File: src/rtl/draw_scheduler_if.sv
// Request and pixel bus between a region-redraw scheduler and its clients.
// The requester/art source is the master; the scheduler is the slave.
interface draw_scheduler_if;
  logic       reqMoney;
  logic       reqSelection;
  logic       reqUpgrade;
  logic       reqBlack;
  logic [2:0] colourIn;
  logic       plot;
  logic [7:0] x;
  logic [6:0] y;
  logic [2:0] colour;
  logic [5:0] xOff;
  logic [4:0] yOff;
  logic [1:0] regionId;
  logic       busy;
  logic       done;

  modport master (
    output reqMoney, reqSelection, reqUpgrade, reqBlack, colourIn,
    input  plot, x, y, colour, xOff, yOff, regionId, busy, done
  );

  modport slave (
    input  reqMoney, reqSelection, reqUpgrade, reqBlack, colourIn,
    output plot, x, y, colour, xOff, yOff, regionId, busy, done
  );
endinterface

File: src/rtl/draw_scheduler.sv
// Schedules full redraws of fixed screen regions, walking each region pixel by
// pixel and emitting VGA plot strobes; requests are latched and prioritised.
//
// state | meaning
// IDLE  | waiting; grants highest-priority pending region
// LOAD  | zero region offsets
// DRAW  | one plot per cycle across the region, row-major
// DONE  | one-cycle done pulse; a clear re-queues SELECTION
module draw_scheduler #(
  parameter logic [2:0] COLOUR_BG = 3'b000
) (
  input logic        clock,
  input logic        reset,
  draw_scheduler_if.slave bus
);
  typedef enum logic [1:0] {IDLE, LOAD, DRAW, DONE} state_t;

  localparam logic [1:0] REGION_MONEY     = 2'd0;
  localparam logic [1:0] REGION_SELECTION = 2'd1;
  localparam logic [1:0] REGION_UPGRADE   = 2'd2;
  localparam logic [1:0] REGION_BLACK     = 2'd3;

  state_t     state, stateNext;
  logic [3:0] pending, pendingNext;
  logic [3:0] grantMask, reqVec, autoQueue;
  logic [1:0] regionId, regionIdNext;
  logic [5:0] xOff, xOffNext;
  logic [4:0] yOff, yOffNext;
  logic [7:0] x0;
  logic [6:0] y0;
  logic [5:0] width;
  logic [4:0] height;

  always_comb begin
    x0     = 8'd8;
    y0     = 7'd8;
    width  = 6'd40;
    height = 5'd8;
    case (regionId)
      REGION_MONEY:     begin x0 = 8'd8; y0 = 7'd8;  width = 6'd40; height = 5'd8;  end
      REGION_SELECTION: begin x0 = 8'd8; y0 = 7'd24; width = 6'd16; height = 5'd16; end
      REGION_UPGRADE:   begin x0 = 8'd8; y0 = 7'd48; width = 6'd24; height = 5'd8;  end
      default:          begin x0 = 8'd8; y0 = 7'd24; width = 6'd16; height = 5'd16; end
    endcase
  end

  always_ff @(posedge clock) begin
    if (reset) begin
      state    <= IDLE;
      pending  <= 4'b0000;
      regionId <= REGION_MONEY;
      xOff     <= 6'd0;
      yOff     <= 5'd0;
    end else begin
      state    <= stateNext;
      pending  <= pendingNext;
      regionId <= regionIdNext;
      xOff     <= xOffNext;
      yOff     <= yOffNext;
    end
  end

  always_comb begin
    stateNext    = state;
    regionIdNext = regionId;
    xOffNext     = xOff;
    yOffNext     = yOff;
    grantMask    = 4'b0000;
    autoQueue    = 4'b0000;
    reqVec       = {bus.reqBlack, bus.reqUpgrade, bus.reqSelection, bus.reqMoney};

    case (state)
      IDLE: begin
        if (pending != 4'b0000) begin
          stateNext = LOAD;
          if (pending[3])      regionIdNext = REGION_BLACK;
          else if (pending[2]) regionIdNext = REGION_UPGRADE;
          else if (pending[1]) regionIdNext = REGION_SELECTION;
          else                 regionIdNext = REGION_MONEY;
          grantMask[regionIdNext] = 1'b1;
        end
      end
      LOAD: begin
        xOffNext  = 6'd0;
        yOffNext  = 5'd0;
        stateNext = DRAW;
      end
      DRAW: begin
        if (xOff == width - 6'd1) begin
          xOffNext = 6'd0;
          if (yOff == height - 5'd1) stateNext = DONE;
          else                       yOffNext  = yOff + 5'd1;
        end else begin
          xOffNext = xOff + 6'd1;
        end
      end
      DONE: begin
        stateNext = IDLE;
        // A cleared selection box must always be repainted.
        if (regionId == REGION_BLACK) autoQueue[REGION_SELECTION] = 1'b1;
      end
      default: stateNext = IDLE;
    endcase

    // New requests win over the grant clear, so a same-edge re-request is kept.
    pendingNext = (pending & ~grantMask) | reqVec | autoQueue;
  end

  assign bus.plot     = (state == DRAW);
  assign bus.busy     = (state != IDLE);
  assign bus.done     = (state == DONE);
  assign bus.x        = x0 + {2'b00, xOff};
  assign bus.y        = y0 + {2'b00, yOff};
  assign bus.colour   = (regionId == REGION_BLACK) ? COLOUR_BG : bus.colourIn;
  assign bus.xOff     = xOff;
  assign bus.yOff     = yOff;
  assign bus.regionId = regionId;
endmodule
File: src/flat_wrapper.sv
// flat-port wrapper written by rule: the top's interface ports become plain ports
module draw_scheduler_flat 
#(
  parameter logic [2:0] COLOUR_BG = 3'b000
)
  (clock, reset, bus_reqMoney, bus_reqSelection, bus_reqUpgrade, bus_reqBlack, bus_colourIn, bus_plot, bus_x, bus_y, bus_colour, bus_xOff, bus_yOff, bus_regionId, bus_busy, bus_done);
  draw_scheduler_if bus_i ();
  input logic clock;
  input logic reset;
  input wire logic [$bits(bus_i.reqMoney)-1:0] bus_reqMoney;
  input wire logic [$bits(bus_i.reqSelection)-1:0] bus_reqSelection;
  input wire logic [$bits(bus_i.reqUpgrade)-1:0] bus_reqUpgrade;
  input wire logic [$bits(bus_i.reqBlack)-1:0] bus_reqBlack;
  input wire logic [$bits(bus_i.colourIn)-1:0] bus_colourIn;
  output wire logic [$bits(bus_i.plot)-1:0] bus_plot;
  output wire logic [$bits(bus_i.x)-1:0] bus_x;
  output wire logic [$bits(bus_i.y)-1:0] bus_y;
  output wire logic [$bits(bus_i.colour)-1:0] bus_colour;
  output wire logic [$bits(bus_i.xOff)-1:0] bus_xOff;
  output wire logic [$bits(bus_i.yOff)-1:0] bus_yOff;
  output wire logic [$bits(bus_i.regionId)-1:0] bus_regionId;
  output wire logic [$bits(bus_i.busy)-1:0] bus_busy;
  output wire logic [$bits(bus_i.done)-1:0] bus_done;
  assign bus_i.reqMoney = bus_reqMoney;
  assign bus_i.reqSelection = bus_reqSelection;
  assign bus_i.reqUpgrade = bus_reqUpgrade;
  assign bus_i.reqBlack = bus_reqBlack;
  assign bus_i.colourIn = bus_colourIn;
  assign bus_plot = bus_i.plot;
  assign bus_x = bus_i.x;
  assign bus_y = bus_i.y;
  assign bus_colour = bus_i.colour;
  assign bus_xOff = bus_i.xOff;
  assign bus_yOff = bus_i.yOff;
  assign bus_regionId = bus_i.regionId;
  assign bus_busy = bus_i.busy;
  assign bus_done = bus_i.done;
  draw_scheduler #(.COLOUR_BG(COLOUR_BG)) u_core (.clock(clock), .reset(reset), .bus(bus_i));
endmodule
File: config.mk
export PLATFORM = sky130hd
export DESIGN_NAME = draw_scheduler_flat
export DESIGN_NICKNAME = d
export VERILOG_FILES = /design/src/rtl/draw_scheduler_if.sv /design/src/rtl/draw_scheduler.sv /design/src/flat_wrapper.sv
export SDC_FILE = /design/constraint.sdc
export NUM_CORES = 1
export LEC_CHECK = 0
export BUFFER_PORTS_ARGS = -buffer_cell sky130_fd_sc_hd__buf_2
export CAP_MARGIN = 15
export CORE_UTILIZATION = 52
export CTS_CLUSTER_DIAMETER = 60
export DETAILED_ROUTE_END_ITERATION = 12
export PLACE_DENSITY_LB_ADDON = 0.08
export SYNTH_ARGS = -nofsm -noshare
export SYNTH_HDL_FRONTEND = slang
export SYNTH_SLANG_ARGS = --single-unit
File: constraint.sdc
create_clock -name clock -period 4.23 [get_ports clock]
set_clock_uncertainty 0.15 [all_clocks]
set_input_delay 0 -clock clock [delete_from_list [all_inputs] [get_ports clock]]
set_output_delay 0 -clock clock [all_outputs]
set_load 0.03 [all_outputs]
==> flow_summary.yaml <==
outcome:
  status: "complete, no violations"
synthesis:
  postSynthAreaPerCell_um2: 8.31
  netlist.top_cell.by_area: "sky130_fd_sc_hd__dfxtp_1"
  synthesis.yosys.warnings: 0
  synth_compound_area_share_pct: 13.8
  syn_inst: 141
  synth-seq-area-share_pct: 32.4
  synth_cell_type_count: 34
  synth_top_family_by_area: "simple AND/OR/NAND/NOR gates"
  synth_area_leaders: "sky130_fd_sc_hd__dfxtp_1 (32%), sky130_fd_sc_hd__ha_1 (8.5%), sky130_fd_sc_hd__nor2_1 (5.4%)"
  post_synth_xor_area_fraction_pct: 5.23
  synth_adder_area_share_pct: 10.2
  mappedNetlistArea_um2: 1170
  synth.area.mux_share_pct: 5.12
  synth_simple_gate_area_share_pct: 24.2
  synth.top_cell.area_share_pct: 32.4
  net_count_after_synthesis: 159
  ys_seq_elements: 19
global_routing:
  first_global_vias: 902
  grt_start_max_net_pins: 13
  gr-total-overflow: 0
  initial_antenna_violation_count: 0
  globalRouteTotalUtil_pct: 20.3
  grt_pass1_wl_mm: 3.92
placed_design:
  dp_cells: 198
  detailedPlacementHpwl_mm: 1.81
  numPortBuffers: 41
  gp_congestion: 0.757
  preCtsSetupSlack_ns: 2.29
critical_path:
  worst_ep_arrival_time_ns: 2.20
  critical-path-slowest-cell: "sky130_fd_sc_hd__dlygate4sd3_1"
  worst-path-buf-inv: 2
  worstPathCellList: "inv_1 > ha_1 > nand2b_1 > or3_1 > a21oi_1 > nor2_1 > dlygate4sd3_1"
  maximum_fanout_count_along_the_critical_path: 6
  cpPeakStageDelay_ns: 0.56
  timing_worst_setup_path_type: "reg2reg"
  worstSetupStartpointType: "flip-flop"
  critical_path.top_delay_family: "buffers and inverters"
  worst_ep_required_time_ns: 4.27
  critical_path.endpoint_type: "flip-flop"
detailed_routing:
  drt-wirelength-per-cell_um: 11.4
  drt_pass1_iterations: 4
  ant_nets: 0
  dr.first_iter.drc_count: 20
  count_of_unresolved_drc_violations_after_routing: 0
  via_count: 1094
  post_drt_via_cell_ratio: 5.18
  finalWirelength_mm: 2.41
sta:
  achievable_frequency_mhz: 465
  final.setup.tns_ns: 0
  report.final.slew_viol_count: 0
  final_worst_path_cycle_share_pct: 50.8
  finalHoldViolCount: 0
  tightestPinTransition_ns: 0.613
  final_period_minus_worst_setup_slack_ns: 2.15
  finalSetupViolCount: 0
  max-slew-margin-rel_pct: 59.1
  layout_setup_ws_ns: 2.08
  unrepaired_setup_endpoints_after_global_routing: "false"
floorplan:
  die_width_um: 49.5
  fp.dieArea_um2: 2450
  fp_rows: 16
  placeableCoreArea_um2: 2040
  design.portCount: 43
  die_y_um: 49.5
  floorplan.initialDensity_pct: 57.4
run:
  cap_violations: 0
clocking:
  cts_sinks: 19
  cts_tree: "yes"
  clock_path_buffers: 2
  clock_pin_slew_on_the_worst_setup_and_hold_paths_ns: 0.12
  h-tree-depth: 1
  number_of_gates_resized_after_cts: 0
  root_buffer: "sky130_fd_sc_hd__clkbuf_4"
  clock_latency_ns: 0.30
  tritoncts.num_buffers: 3
finish:
  final_util_pct: 71.5
  final_instance_count_without_filler_cells: 211
  layout.nets: 203
  flow.area_growth_from_synthesis_pct: 24.5
  drive_gt1_share_pct: 27.7
  antennaDiodeCount: 0
min_path:
  worst_hold_path_type: "in2out"
pwr:
  irDropWorstVdd_v: 0.000460
  power_density_nw_per_um2: 489
  power.static_leakage_nw: 0.700
-- synthesized netlist by cell type (all sizes together) --
library cell	n
dfxtp	19
nand2	14
a31oi	1
inv	8
a211oi	2
ha	8
conb	1
a311o	1
nor2	17
o31ai	1
and4	1
clkbuf	3
and3b	1
o31a	1
a221oi	1
nand2b	6
and3	2
or3	1
nor3b	2
a21oi	12
o21ai	3
a41oi	1
xnor2	3
nand3	4
buf	8
nand4	3
nor3	1
or2	1
o2111ai	1
mux2i	6
and2	3
xor2	4
fa	1
-- layer usage --
metal	global-route usage, %	vias up	wire [um]
met2	36.5	32	1190
met1	24.5	498	1090
met4	7.14	0	13
met5	0	-	0
li1	-	562	-
met3	2.78	2	120
-- through the flow --
| step | area (um^2) | hold slack (ns) | power (mW) |
|---|---|---|---|
| 4_1_cts | 1460 | 0.204 | 0.718 |
| 5_1_grt | 1460 | 0.224 | 0.767 |
| 3_3_place_gp | 1340 | 0.0533 | 0.602 |
| 6_report | 1460 | 0.203 | 0.714 |
| 3_5_place_dp | 1340 | 0.0615 | 0.611 |
| 2_1_floorplan | 1170 | -0.0326 | 0.538 |
-- timing repair --
item                       in CTS  in global routing
hold endpoints to repair        9                  0
setup buffers                   0                  0
setup endpoints to repair       0                  0
hold buffers                    9                  0
-- placed cells by master, fill, tap and decap left out, drive strengths merged --
cell type / instances
and2: 3
nand2b: 6
nor2: 17
nor3: 1
clkinvlp: 1
nand4: 3
a41oi: 1
conb: 1
o21ai: 3
dfxtp: 19
mux2i: 6
o2111ai: 1
nand2: 14
xor2: 4
nand3: 4
a31oi: 1
a311o: 1
a21oi: 12
or3: 1
fa: 1
o31ai: 1
inv: 8
nor3b: 2
and3b: 1
clkbuf: 3
o31a: 1
and4: 1
buf: 41
or2: 1
dlygate4sd3: 9
and3: 2
a221oi: 1
a211oi: 2
ha: 8
xnor2: 3
-- layout make-up --
type                            instances  area, um^2
Multi-Input combinational cell        103         691
Clock inverter                          1        7.51
Clock buffer                            3        22.5
Sequential cell                        19         380
Timing Repair Buffer                   50         295
Fill cell                             177         582
Inverter                                8        30.0
Tap cell                               27        33.8
-- state kept, by name (all words and copies together), names as in the netlist --
signal / cells
u_core.bus.yOff: 5
u_core.bus.xOff: 6
u_core.pending: 4
u_core.bus.regionId: 2
u_core.state: 2
-- worst paths after layout --
path	depth (start not counted)	startpoint	slack, ns	end
hold / removal	3	bus_colourIn[2]	0.20	bus_colour[2]
hold reg to reg	2	u_core.bus.yOff[1]	0.36	u_core.bus.yOff[1]
setup / recovery	7	u_core.state[0]	2.08	u_core.pending[0]
setup reg to reg	7	u_core.state[0]	2.08	u_core.pending[0]
-- tightest hold or removal path: cells and delay by family --
kind | cells | cell delay [ns]
buf+inv | 2 | 0.25
simple gates | 1 | 0.10
-- where the power goes --
part | internal (mW) | switching (mW)
logic | 0.136 | 0.247
clock network | 0.0359 | 0.0586
registers | 0.203 | 0.0331
-- cells by family (layout without fill, tap and decap cells) --
family / count (synthesis) / after routing
xor+xnor: 7 / 7
mux: 6 / 6
compound gates: 24 / 24
other cells: 1 / 1
fa+ha+maj: 9 / 9
buf+inv: 19 / 62
simple gates: 56 / 56
flops: 19 / 19
Note: power is estimated with default switching activity, not from simulation.
